## src/rtl/mpsoc_dbg_wb_burst_ctrl.sv

```systemverilog
`default_nettype none
// ============================================================================
// Module  : mpsoc_dbg_wb_burst_ctrl
// Purpose : Debug burst sequencer feeding the WishBone BIU one word at a time.
//           Optional CRC-32 over transferred words: MPSOC_DBG_BURST_CRC_EN.
// Revision: 1.0 - initial release
// ============================================================================
module mpsoc_dbg_wb_burst_ctrl #(
  parameter int ADDR_WIDTH = 32,
  parameter int DATA_WIDTH = 32,
  parameter int CNT_WIDTH  = 16
) (
  input  logic                  biu_clk,
  input  logic                  biu_rst,
  input  logic                  cmd_valid,
  output logic                  cmd_ready,
  input  logic                  cmd_we,
  input  logic [ADDR_WIDTH-1:0] cmd_addr,
  input  logic [3:0]            cmd_size,
  input  logic [CNT_WIDTH-1:0]  cmd_count,
  input  logic                  wr_valid,
  output logic                  wr_ready,
  input  logic [DATA_WIDTH-1:0] wr_data,
  output logic                  rd_valid,
  input  logic                  rd_ready,
  output logic [DATA_WIDTH-1:0] rd_data,
  output logic                  busy,
  output logic                  done,
  output logic                  err_sticky,
  output logic [ADDR_WIDTH-1:0] err_addr,
  input  logic                  err_clr,
`ifdef MPSOC_DBG_BURST_CRC_EN
  output logic [31:0]           crc,
`endif
  output logic                  biu_strb,
  output logic                  biu_rw,
  output logic [ADDR_WIDTH-1:0] biu_addr,
  output logic [DATA_WIDTH-1:0] biu_di,
  output logic [3:0]            biu_word_size,
  input  logic                  biu_rdy,
  input  logic [DATA_WIDTH-1:0] biu_do,
  input  logic                  biu_err
);

  typedef enum logic [2:0] {
    S_IDLE  = 3'd0,
    S_FETCH = 3'd1,
    S_ISSUE = 3'd2,
    S_WAIT  = 3'd3,
    S_DRAIN = 3'd4,
    S_NEXT  = 3'd5,
    S_DONE  = 3'd6
  } state_t;

  state_t                r_state;
  state_t                w_state_nxt;
  logic                  r_we;
  logic                  r_rw;
  logic [ADDR_WIDTH-1:0] r_addr;
  logic [3:0]            r_size;
  logic [CNT_WIDTH-1:0]  r_count;
  logic [DATA_WIDTH-1:0] r_di;
  logic [DATA_WIDTH-1:0] r_rd_data;
  logic                  r_err_sticky;
  logic [ADDR_WIDTH-1:0] r_err_addr;

  logic                  w_cmd_acc;
  logic                  w_wr_acc;
  logic                  w_biu_ret;
  logic                  w_err_cap;
  logic [3:0]            w_size_in;
  logic [DATA_WIDTH-1:0] w_di_nxt;

  assign cmd_ready     = (r_state == S_IDLE);
  assign wr_ready      = (r_state == S_FETCH);
  assign rd_valid      = (r_state == S_DRAIN);
  assign biu_strb      = (r_state == S_ISSUE);
  assign done          = (r_state == S_DONE);
  assign busy          = (r_state != S_IDLE) && (r_state != S_DONE);
  assign rd_data       = r_rd_data;
  assign err_sticky    = r_err_sticky;
  assign err_addr      = r_err_addr;
  assign biu_rw        = r_rw;
  assign biu_addr      = r_addr;
  assign biu_di        = r_di;
  assign biu_word_size = r_size;

  assign w_cmd_acc = cmd_valid && cmd_ready;
  assign w_wr_acc  = wr_valid && wr_ready;
  assign w_biu_ret = (r_state == S_WAIT) && biu_rdy;
  assign w_err_cap = w_biu_ret && biu_err && !r_err_sticky;

  // Unsupported word sizes fall back to full-word transfers.
  always_comb begin
    w_size_in = 4'd4;
    if ((cmd_size == 4'd1) || (cmd_size == 4'd2))
      w_size_in = cmd_size;
  end

  // The BIU expects write data MSB-justified within the bus word.
  always_comb begin
    w_di_nxt = wr_data;
    case (r_size)
      4'd1:    w_di_nxt = {wr_data[7:0],  {(DATA_WIDTH-8){1'b0}}};
      4'd2:    w_di_nxt = {wr_data[15:0], {(DATA_WIDTH-16){1'b0}}};
      default: w_di_nxt = wr_data;
    endcase
  end

  always_comb begin
    w_state_nxt = r_state;
    case (r_state)
      S_IDLE: begin
        if (w_cmd_acc) begin
          if (cmd_count == '0) w_state_nxt = S_DONE;
          else if (cmd_we)     w_state_nxt = S_FETCH;
          else                 w_state_nxt = S_ISSUE;
        end
      end
      S_FETCH: if (wr_valid) w_state_nxt = S_ISSUE;
      S_ISSUE: if (biu_rdy)  w_state_nxt = S_WAIT;
      S_WAIT:  if (biu_rdy)  w_state_nxt = r_we ? S_NEXT : S_DRAIN;
      S_DRAIN: if (rd_ready) w_state_nxt = S_NEXT;
      S_NEXT: begin
        if (r_count == CNT_WIDTH'(1)) w_state_nxt = S_DONE;
        else                          w_state_nxt = r_we ? S_FETCH : S_ISSUE;
      end
      S_DONE:  w_state_nxt = S_IDLE;
      default: w_state_nxt = S_IDLE;
    endcase
  end

  always_ff @(posedge biu_clk or posedge biu_rst) begin
    if (biu_rst) begin
      r_state      <= S_IDLE;
      r_we         <= 1'b0;
      r_rw         <= 1'b0;
      r_addr       <= '0;
      r_size       <= '0;
      r_count      <= '0;
      r_di         <= '0;
      r_rd_data    <= '0;
      r_err_sticky <= 1'b0;
      r_err_addr   <= '0;
    end else begin
      r_state <= w_state_nxt;
      if (w_cmd_acc) begin
        r_we    <= cmd_we;
        r_rw    <= ~cmd_we;
        r_addr  <= cmd_addr;
        r_size  <= w_size_in;
        r_count <= cmd_count;
      end
      if (w_wr_acc)
        r_di <= w_di_nxt;
      if (w_biu_ret && !r_we)
        r_rd_data <= biu_do;
      if (r_state == S_NEXT) begin
        r_addr  <= r_addr + ADDR_WIDTH'(r_size);
        r_count <= r_count - CNT_WIDTH'(1);
      end
      // Capture outranks a simultaneous clear so no error is ever lost.
      if (w_cmd_acc) begin
        r_err_sticky <= 1'b0;
        r_err_addr   <= '0;
      end else if (w_err_cap) begin
        r_err_sticky <= 1'b1;
        r_err_addr   <= r_addr;
      end else if (err_clr) begin
        r_err_sticky <= 1'b0;
      end
    end
  end

`ifdef MPSOC_DBG_BURST_CRC_EN
  function automatic logic [31:0] crc32_word(input logic [31:0] c, input logic [31:0] d);
    logic [31:0] v;
    v = c;
    for (int i = 0; i < 32; i++)
      v = (v[0] ^ d[i]) ? ((v >> 1) ^ 32'hEDB8_8320) : (v >> 1);
    return v;
  endfunction

  logic [31:0] r_crc;

  always_ff @(posedge biu_clk or posedge biu_rst) begin
    if (biu_rst)
      r_crc <= 32'hFFFF_FFFF;
    else if (w_cmd_acc)
      r_crc <= 32'hFFFF_FFFF;
    else if (w_wr_acc)
      r_crc <= crc32_word(r_crc, wr_data[31:0]);
    else if (w_biu_ret && !r_we)
      r_crc <= crc32_word(r_crc, biu_do[31:0]);
  end

  assign crc = r_crc;
`endif

endmodule
`default_nettype wire
```

## config.mk

```make
export PLATFORM = sky130hd
export DESIGN_NAME = mpsoc_dbg_wb_burst_ctrl
export DESIGN_NICKNAME = d
export VERILOG_FILES = /design/src/rtl/mpsoc_dbg_wb_burst_ctrl.sv
export SDC_FILE = /design/constraint.sdc
export NUM_CORES = 1
export LEC_CHECK = 0
export CAP_MARGIN = 15
export CORE_MARGIN = 5
export CORE_UTILIZATION = 25
export DETAILED_ROUTE_END_ITERATION = 10
export GPL_ROUTABILITY_DRIVEN = 1
export PLACE_DENSITY_LB_ADDON = 0.05
export SETUP_SLACK_MARGIN = 0.05
export SLEW_MARGIN = 20
export SYNTH_ARGS = -nofsm -noshare
export SYNTH_HDL_FRONTEND = slang
export SYNTH_SLANG_ARGS = --single-unit
```

## constraint.sdc

```tcl
create_clock -name biu_clk -period 12.1 [get_ports biu_clk]
set_input_delay 2.42 -clock biu_clk [delete_from_list [all_inputs] [get_ports biu_clk]]
set_output_delay 2.42 -clock biu_clk [all_outputs]
set_load 0.05 [all_outputs]
```

==> results of run 1 <==
## area by class of cell
| type | instances | area, um2 |
|---|---|---|
| fillers | 2873 | 17260 |
| flip-flops and latches | 154 | 3854 |
| multi-input cells | 487 | 3099 |
| repair buffers | 272 | 2703 |
| well taps | 378 | 473.0 |
| clock buffers | 19 | 442.9 |
| clock inverters | 13 | 130.1 |
| inverters | 12 | 50.05 |
| diodes | 1 | 2.502 |
## critical path: stages (launching register included)
cell and delay, ps:
dfrtp_1 570, inv_1 190, nor3_1 290, clkdlybuf4s50_1 860
## cells in the final DEF, fill, tap and decap left out, types with 3 or more instances in the layout
cell	count
or3_1	5
nand2b_1	4
nor3_1	12
o311ai_0	8
a22o_1	16
inv_1	11
clkdlybuf4s50_1	264
clkbuf_16	17
nand3_1	25
and2_1	4
and3_1	10
o21ai_0	57
or4_1	4
clkinvlp_4	3
a222oi_1	8
a31oi_1	6
a211oi_1	20
and4_1	5
o22ai_1	3
o211ai_1	15
inv_6	6
a21oi_1	10
nand4_1	5
mux2_2	33
a311oi_1	7
nand2_1	130
nor4_1	10
ha_1	6
a22oi_1	12
dfrtp_1	154
buf_4	8
nor2_1	29
## per-stage QoR
| step | total power, mW | instances | hold WS (ps) |
|---|---|---|---|
| after global placement | 2.812 | 1303 | 463.2 |
| after floorplan | 2.135 | 695 | 448.6 |
| after global routing | 3.512 | 1336 | 497.1 |
| after CTS | 3.360 | 1335 | 487.6 |
| after detailed placement | 2.812 | 1303 | 471.7 |
| final | 3.315 | 1336 | 480.5 |
## cell families (layout without fill, tap and decap cells)
group / count (synthesis) / after routing
buffers and inverters: 54 / 316
adders and majority gates: 7 / 7
and+or+nand+nor: 262 / 262
muxes: 35 / 35
other: 0 / 1
DFF: 154 / 154
AOI/OAI and AO/OA: 180 / 180
xor gates and xnor gates: 3 / 3
## metal layers
metal,GRT usage (%),share of wire (%)
met5,0,0
met4,3.902,1.4
met3,4.787,8.6
met2,23.93,44
met1,22.23,46
## power by group through the flow
stage / combinational, mW / sequential (mW) / clock [mW]
5_1_grt: 1.92 / 1.02 / 0.576
3_5_place_dp: 1.83 / 0.986 / 0
6_report: 1.81 / 0.976 / 0.533
2_1_floorplan: 0.515 / 1.62 / 0
4_1_cts: 1.83 / 0.980 / 0.553
3_3_place_gp: 1.82 / 0.989 / 0
## state kept, by name, summed over array words and instances (netlist names)
| name | cells |
|---|---|
| r_state | 3 |
| rd_data | 32 |
| biu_addr | 32 |
| r_count | 16 |
| r_we | 1 |
| biu_rw | 1 |
| biu_word_size | 4 |
| err_addr | 32 |
| err_sticky | 1 |
| biu_di | 32 |
## worst max-delay path by stage
stage	start	to	slack, ps	cells after the start
floorplan	biu_rst	biu_addr[0]	5530	1
global placement	biu_rdy	err_addr[13]	7090	5
detailed placement	biu_rdy	err_addr[13]	6990	5
CTS	r_state[1]	done	7310	3
global route	r_state[1]	done	7150	3
finish	r_state[1]	done	7350	3
==> results.ini, run 1 <==
[floorplanning]
start_util_pct=25.50
ios=265
die_w_um=179.0
num_rows=61
die_y_um=179.0
coreArea_um2=28010
dieArea_um2=32050

[clock_network]
cts-hold-fix-buffers=0
path_clk_slew_ps=70
cts_tree=yes
numCtsBuffers=17
clock_latency_ps=420
clockRootBuffer=clkbuf_16
cts_resized=0
clkSinkCount=154
postCtsSetupRepairBufs=0
h-tree-depth=4
clock_path_buffers=2

[yosys]
synth_area_leader_cell=dfrtp_1
synth_edf_count=0
yosysWarnings=0
synth.most_common_cell=dfrtp_1
synth-simple-area-share_pct=18.09
synth-async-reset-ratio_pct=100.0
synth_top_family_by_area=simple AND/OR/NAND/NOR gates
yosysUniqueCellTypes=63
netlist_top_cells_area=dfrtp_1 54%, nand2_1 6.8%, mux2_2 5.2%
muxShareOfSynthArea_pct=5.483
synth_compound_area_share_pct=17.57
synthXorXnorAreaFrac_pct=0.3678
synth_top_area_share_pct=53.95
synth_seq_area_share_pct=53.95
ys_seq_elements=154
synth.avg_cell_area_um2=10.28
synthTopCellsByCount=154 x dfrtp_1, 130 x nand2_1, 57 x o21ai_0, 33 x mux2_2, 30 x nor2_1
synth_area_um2=7143
synthAdderAreaFrac_pct=1.331
synthCells=695
syn_nets=827
ys.flop_type=dfrtp_1

[timing]
fin_crit_sh_pct=39.29
maxSlewViolCount=0
fmax_mhz=210.4
grt_setup_unrepaired=false
maxSlewHeadroom_pct=28.70
final.min_clock_period_ps=4754
tns_ps=0
finalHoldViolations=0
layout_setup_ws_ps=7347
finalClockSkew_ps=13.21
setup_viol=0
worst_slew_pin_slew_ps=1067

[outcome]
outcome=completed

[pwr]
swShare_pct=49.75
p_int_mw=1.666
clkPwrFrac_pct=16.1
power_density_nw_per_um2=308.3
vdd_drop_max_uv=148.6
leakage_nw=4.295
seq_power_share_pct=29.4
p_comb_share_pct=54.5
power.switching_mw=1.649

[grt]
grt_pass1_vias=6526
grt_start_max_net_pins=92
antenna_found_initial=1
grt-ovfl-total=0
grt.total_usage_pct=15.85
grt_pass1_wl_um=39320

[worst_setup_path]
worst_r2r_endpoint=biu_addr[24]
r2r_cells=8
rr_startpoint=biu_word_size[0]
r2r_setup_slack_ps=9420
crit_type=reg -> out
crit_fanout=14
cp.required_ps=9680
cp.arrival_ps=2330
startpoint_type=flop
cp-end-kind=output pin

[worst_hold_path]
hold_depth=2
hold_path_startpoint=biu_di[31]
holdPathEnd=biu_di[31]
hold_class=reg -> reg

[placement]
dp_slack_ps=6992
numPortBuffers=264
gp_congestion=0.7477
place_area_um2=10170
place.detailed.hpwl_um=18300

[routing]
drtIter0Drc=372
via_per_inst=4.793
ant_nets=0
first_pass_iters=5
drc=0
wl_per_cell_um=19.31
vias=6403
wl_um=25800

[layout]
area_growth_pct=50.55
nets=1076
drive_above_1_share_pct=9.300
postLayoutCellArea_um2=10750
utilization_pct=38.39

[job]
max-cap-violations=0

Note: power is estimated with default switching activity, not from simulation.
==> inputs of run 2 (changes only) <==
Clock period 12.1 ns to 4.5 ns, I/O delays scaled along.
==> run 2 against run 1 <==
Net effect: global-route usage fell by 0.18 points; critical path depth stayed put; final cell count grew 0.15%; final area rose by 0.28%; core utilization rose by 0.11 points; combinational power increased to 2.7 times the previous value; clock skew is 5.4 ps higher; critical path type unchanged; critical endpoint unchanged; largest power group unchanged.
==> results.ini, run 2 (synthesis results as in run 1) <==
[outcome]
outcome=completed  ; unchanged

[timing]
fin_crit_sh_pct=72.17
tns_ps=0  ; unchanged
final.min_clock_period_ps=3247
grt_setup_unrepaired=false  ; unchanged
maxSlewViolCount=0  ; unchanged
maxSlewHeadroom_pct=22.55  ; was 28.70%
worst_slew_pin_slew_ps=1159  ; was 1067 ps
setup_viol=0  ; unchanged
finalClockSkew_ps=18.59  ; was 13.21 ps
finalHoldViolations=0  ; unchanged
fmax_mhz=307.9

[layout]
layout_commonest_cell=clkdlybuf4s50_1  ; unchanged
area_growth_pct=50.97  ; was 50.55%
drive_above_1_share_pct=9.385  ; was 9.300%
nets=1078  ; was 1076
n_fill_cell=2819  ; was 2873
final_cell_mix=264 x clkdlybuf4s50_1, 154 x dfrtp_1, 130 x nand2_1, 57 x o21ai_0, 33 x mux2_2  ; unchanged

[worst_setup_path]
cp-end-kind=output pin  ; unchanged
crit_fanout=14  ; unchanged
crit_type=reg -> out  ; unchanged
cpPeakStageDelay_ps=860  ; about the same
cp.required_ps=3600  ; was 9680 ps
critPathSlowestCell=clkdlybuf4s50_1  ; unchanged
cp.arrival_ps=2350  ; was 2330 ps
crit_chain=inv_1 -> nor3_1 -> clkdlybuf4s50_1  ; unchanged
startpoint_type=flop  ; unchanged

[grt]
grt-ovfl-total=0  ; unchanged
grt_start_max_net_pins=79  ; was 92
grt_pass1_vias=6468  ; was 6526
grt_use_met3_pct=4.660  ; was 4.787%
met1_usage_pct=21.11  ; was 22.23%
grt_use_met2_pct=24.53  ; was 23.93%
grt.total_usage_pct=15.66  ; was 15.85%
grt_pass1_wl_um=38810  ; was 39320 um
busiest_layer=met2  ; unchanged
antenna_found_initial=2  ; was 1

[routing]
wl_per_cell_um=19.19  ; was 19.31 um
via_per_inst=4.754  ; was 4.793
ant_nets=0  ; unchanged
first_pass_iters=5  ; unchanged
drtIter0Drc=345  ; was 372
wl_um=25670  ; was 25800 um
drc=0  ; unchanged
vias=6361  ; was 6403

[clock_network]
path_clk_slew_ps=70  ; about the same
clkSinkCount=154  ; unchanged
clock_latency_ps=430  ; was 420 ps
postCtsSetupRepairBufs=0  ; unchanged
clock_path_buffers=2  ; unchanged
numCtsBuffers=17  ; unchanged
clockRootBuffer=clkbuf_16  ; unchanged
cts-hold-fix-buffers=0  ; unchanged
cts_resized=0  ; unchanged
cts_tree=yes  ; unchanged
h-tree-depth=4  ; unchanged

[floorplanning]
num_rows=61  ; unchanged
start_util_pct=25.50  ; unchanged
ios=265  ; unchanged
coreArea_um2=28010  ; unchanged
die_y_um=179.0  ; unchanged
dieArea_um2=32050  ; unchanged
die_w_um=179.0  ; unchanged

[pwr]
power_density_nw_per_um2=829.2  ; was 308.3 nW/um2
fin_total_pwr_mw=8.943  ; was 3.315 mW
clkPwrFrac_pct=16.6  ; was 16.1%
power.switching_mw=4.418  ; was 1.649 mW
swShare_pct=49.40  ; was 49.75%
seq_power_share_pct=29.2  ; was 29.4%
vdd_drop_max_uv=345.0  ; was 148.6 uV
leakage_nw=4.304  ; was 4.295 nW
p_int_mw=4.525  ; was 1.666 mW
p_comb_share_pct=54.1  ; was 54.5%

[placement]
gp_congestion=0.7635  ; was 0.7477
numPortBuffers=264  ; unchanged
place.detailed.hpwl_um=18580  ; was 18300 um

[worst_hold_path]
hold_class=reg -> reg  ; unchanged

[job]
max-cap-violations=0  ; unchanged

run 2: cell types whose count changed in the layout (fill, tap and decap cells not counted), sizes merged:
cell	delta
bufinv	+1
clkinv	-2
clkinvlp	+2
inv	-1
buf	+2
run 2: critical path: cells and delay by family, from the launching register on:
family / cells / cell delay [ps]
flops: 1 / 580
buf+inv: 2 / 1060
simple gates: 1 / 290
run 2: final timing paths:
kind / slack [ps] / to / start / cells past startpoint
worst min register to register: 480 / biu_di[27] / biu_di[27] / 2
min in group asynchronous: 980 / biu_addr[27] / biu_rst / 3
max in group asynchronous: 2900 / rd_data[7] / biu_rst / 3
worst min-delay path: 480 / biu_di[27] / biu_di[27] / 2
worst max register to register: 1820 / biu_addr[24] / biu_word_size[0] / 8
worst max-delay path: 1250 / done / r_state[1] / 3
run 2: final cells by class:
| cell class | count | area, um2 | share of cell area [%] |
|---|---|---|---|
| Antenna cell | 1 | 2.502 | 0.02320 |
| Clock buffer | 19 | 432.9 | 4.014 |
| Clock inverter | 13 | 158.9 | 1.473 |
| Inverter | 12 | 48.80 | 0.4525 |
| Multi-Input combinational cell | 487 | 3093 | 28.68 |
| Sequential cell | 154 | 3854 | 35.74 |
| Tap cell | 378 | 473.0 | 4.386 |
| Timing Repair Buffer | 274 | 2721 | 25.23 |
run 2: through the flow:
step | hold WS (ps) | util [%] | worst slack (ps) | cell area [um2] | instances
floorplan | 448.6 | - | 1199 | 7147 | 695
global placement | 463.5 | 36.36 | 1375 | 10190 | 1305
detailed placement | 470.2 | 36.36 | 1337 | 10190 | 1305
CTS | 487.7 | 38.48 | 1224 | 10780 | 1337
global route | 507.8 | 38.50 | 1083 | 10780 | 1338
finish | 478.8 | 38.50 | 1253 | 10780 | 1338
run 2: routing by layer:
layer | routed length [um] | part of all wire (%) | up-vias
li1 | - | - | 3075
met1 | 11530 | 45 | 3060
met2 | 11630 | 45 | 206
met3 | 2207 | 8.6 | 18
met4 | 296 | 1.2 | 2
met5 | 7 | 0.027 | -
run 2: power groups by stage:
stage               registers (mW)  logic, mW  clock network, mW
global placement              2.65       4.89                  0
finish                        2.61       4.84               1.49
floorplan                     4.36       1.39                  0
CTS                           2.62       4.92               1.54
global route                  2.72       5.14               1.59
detailed placement            2.64       4.91                  0
==> inputs of run 3 (changes only) <==
Clock period 4.5 ns to 3.1 ns, I/O delays scaled along.
==> run 3 against run 2 <==
Net effect: die area stayed put; wire length is 0.50% higher; final area is 1.2% higher; non-clock buffer count is 11 higher; combinational power is 48% higher; critical path type unchanged; largest power group unchanged; sequential share of layout area is 0.43 points lower.
==> results.ini, run 3 (synthesis results as in run 1) <==
[routing]
drtIter0Drc=367  ; was 345
via_per_inst=4.771  ; was 4.754
vias=6427  ; was 6361
wl_per_cell_um=19.15  ; was 19.19 um
first_pass_iters=5  ; unchanged
ant_nets=0  ; unchanged
drc=0  ; unchanged
wl_um=25800  ; was 25670 um

[timing]
worst_slew_pin_slew_ps=744.9  ; was 1159 ps
tns_ps=0  ; unchanged
finalHoldViolations=0  ; unchanged
maxSlewHeadroom_pct=49.63  ; was 22.55%
fin_crit_sh_pct=93.40
maxSlewViolCount=0  ; unchanged
finalClockSkew_ps=16.12  ; was 18.59 ps
fmax_mhz=345.4
grt_setup_unrepaired=false  ; unchanged
setup_viol=0  ; unchanged
final.min_clock_period_ps=2895

[clock_network]
cts-hold-fix-buffers=0  ; unchanged
clock_path_buffers=2  ; unchanged
numCtsBuffers=17  ; unchanged
postCtsSetupRepairBufs=0  ; unchanged
clkSinkCount=154  ; unchanged
clock_latency_ps=420  ; was 430 ps
clockRootBuffer=clkbuf_16  ; unchanged
cts_tree=yes  ; unchanged
path_clk_slew_ps=70  ; about the same
h-tree-depth=4  ; unchanged
cts_resized=0  ; unchanged

[grt]
grt_start_max_net_pins=62  ; was 79
grt_pass1_vias=6428  ; was 6468
grt.total_usage_pct=15.85  ; was 15.66%
grt_pass1_wl_um=39500  ; was 38810 um
antenna_found_initial=1  ; was 2
grt-ovfl-total=0  ; unchanged

[pwr]
power_density_nw_per_um2=1196  ; was 829.2 nW/um2
leakage_nw=4.392  ; was 4.304 nW
vdd_drop_max_uv=468.6  ; was 345.0 uV

[layout]
nets=1089  ; was 1078
fin_cells=1347  ; was 1338
diodes=0  ; was 1
area_growth_pct=52.81  ; was 50.97%
final_cell_mix=263 x clkdlybuf4s50_1, 154 x dfrtp_1, 130 x nand2_1, 57 x o21ai_0, 33 x mux2_2  ; was 264 x clkdlybuf4s50_1, 154 x dfrtp_1, 130 x nand2_1, 57 x o21ai_0, 33 x mux2_2
postLayoutCellArea_um2=10920  ; was 10780 um2
drive_above_1_share_pct=10.53  ; was 9.385%
layout_commonest_cell=clkdlybuf4s50_1  ; unchanged

[floorplanning]
start_util_pct=25.50  ; unchanged
coreArea_um2=28010  ; unchanged
ios=265  ; unchanged
die_w_um=179.0  ; unchanged
die_y_um=179.0  ; unchanged
dieArea_um2=32050  ; unchanged
num_rows=61  ; unchanged

[placement]
place.detailed.hpwl_um=18980  ; was 18580 um
numPortBuffers=264  ; unchanged
placedCellCount=1316  ; was 1305
gp_congestion=0.7465  ; was 0.7635
place_area_um2=10320  ; was 10190 um2

[job]
max-cap-violations=0  ; unchanged

[worst_setup_path]
crit_start=r_state[2]  ; was r_state[1]
cp.arrival_ps=2280  ; was 2350 ps
crit_fanout=11  ; was 14
rr_startpoint=biu_word_size[0]  ; unchanged
cp.required_ps=2480  ; was 3600 ps
startpoint_type=flop  ; unchanged
r2r_setup_slack_ps=570  ; was 1820 ps
crit_type=reg -> out  ; unchanged
cp-end-kind=output pin  ; unchanged

[worst_hold_path]
hold_class=reg -> reg  ; unchanged
hold_path_startpoint=biu_di[27]  ; unchanged

[outcome]
outcome=completed  ; unchanged

==> run 3: cell types whose count changed in the layout (fill, tap and decap cells not counted) <==
cell,change
buf_12,+4
clkbuf_1,-1
diode_2,-1
clkdlybuf4s50_1,-1
buf_4,+8
nor4bb_2,+1
dlymetal6s2s_1,+1
buf_6,-1
nor4bb_1,-1
==> run 3: final timing paths <==
check	depth (start not counted)	to
worst max-delay path	3	wr_ready
worst min-delay path	2	biu_di[27]
worst max register to register	7	biu_addr[24]
worst min register to register	2	biu_di[27]
max in group asynchronous	3	err_addr[22]
min in group asynchronous	2	err_addr[2]
==> run 3: final cells by class <==
| cell class | count | area [um2] |
|---|---|---|
| timing repair buffer | 285 | 2853 |
| clock buffer | 18 | 429.2 |
| inverter | 12 | 48.80 |
| sequential | 154 | 3854 |
| clock inverter | 13 | 158.9 |
| tap | 378 | 473.0 |
| multi-input combinational | 487 | 3099 |
| fill | 2851 | 17100 |
==> run 3: stage by stage <==
| stage | hold slack [ps] | util, % | worst slack [ps] | power (mW) |
|---|---|---|---|---|
| floorplan | 448.6 | - | 79.13 | 8.336 |
| global placement | 464.6 | 36.84 | 396.1 | 11.03 |
| detailed placement | 469.3 | 36.84 | 241.1 | 11.04 |
| CTS | 487.4 | 38.94 | 120.7 | 13.26 |
| global route | 515.6 | 38.97 | 80.63 | 13.82 |
| finish | 477.0 | 38.97 | 204.6 | 13.06 |
==> run 3: power by group <==
part,internal [mW],total (mW),leakage (nW),switching [mW]
sequential,2.93,3.76,1.92,0.833
combinational,2.50,7.16,2.20,4.66
clock,1.21,2.14,0.275,0.932
total,6.63,13.1,4.39,6.43
==> run 3: worst max-delay path, stage by stage, from the launching register on <==
cell	delay, ps
dfrtp_1	500
inv_1	290
and3_1	250
clkdlybuf4s50_1	830
==> run 3: layer usage <==
metal | up-vias | wire length (um) | track usage, %
li1 | 3094 | - | -
met1 | 3076 | 11700 | 21.82
met2 | 238 | 11550 | 24.31
met3 | 17 | 2269 | 5.251
met4 | 2 | 249 | 3.454
met5 | - | 20 | 0
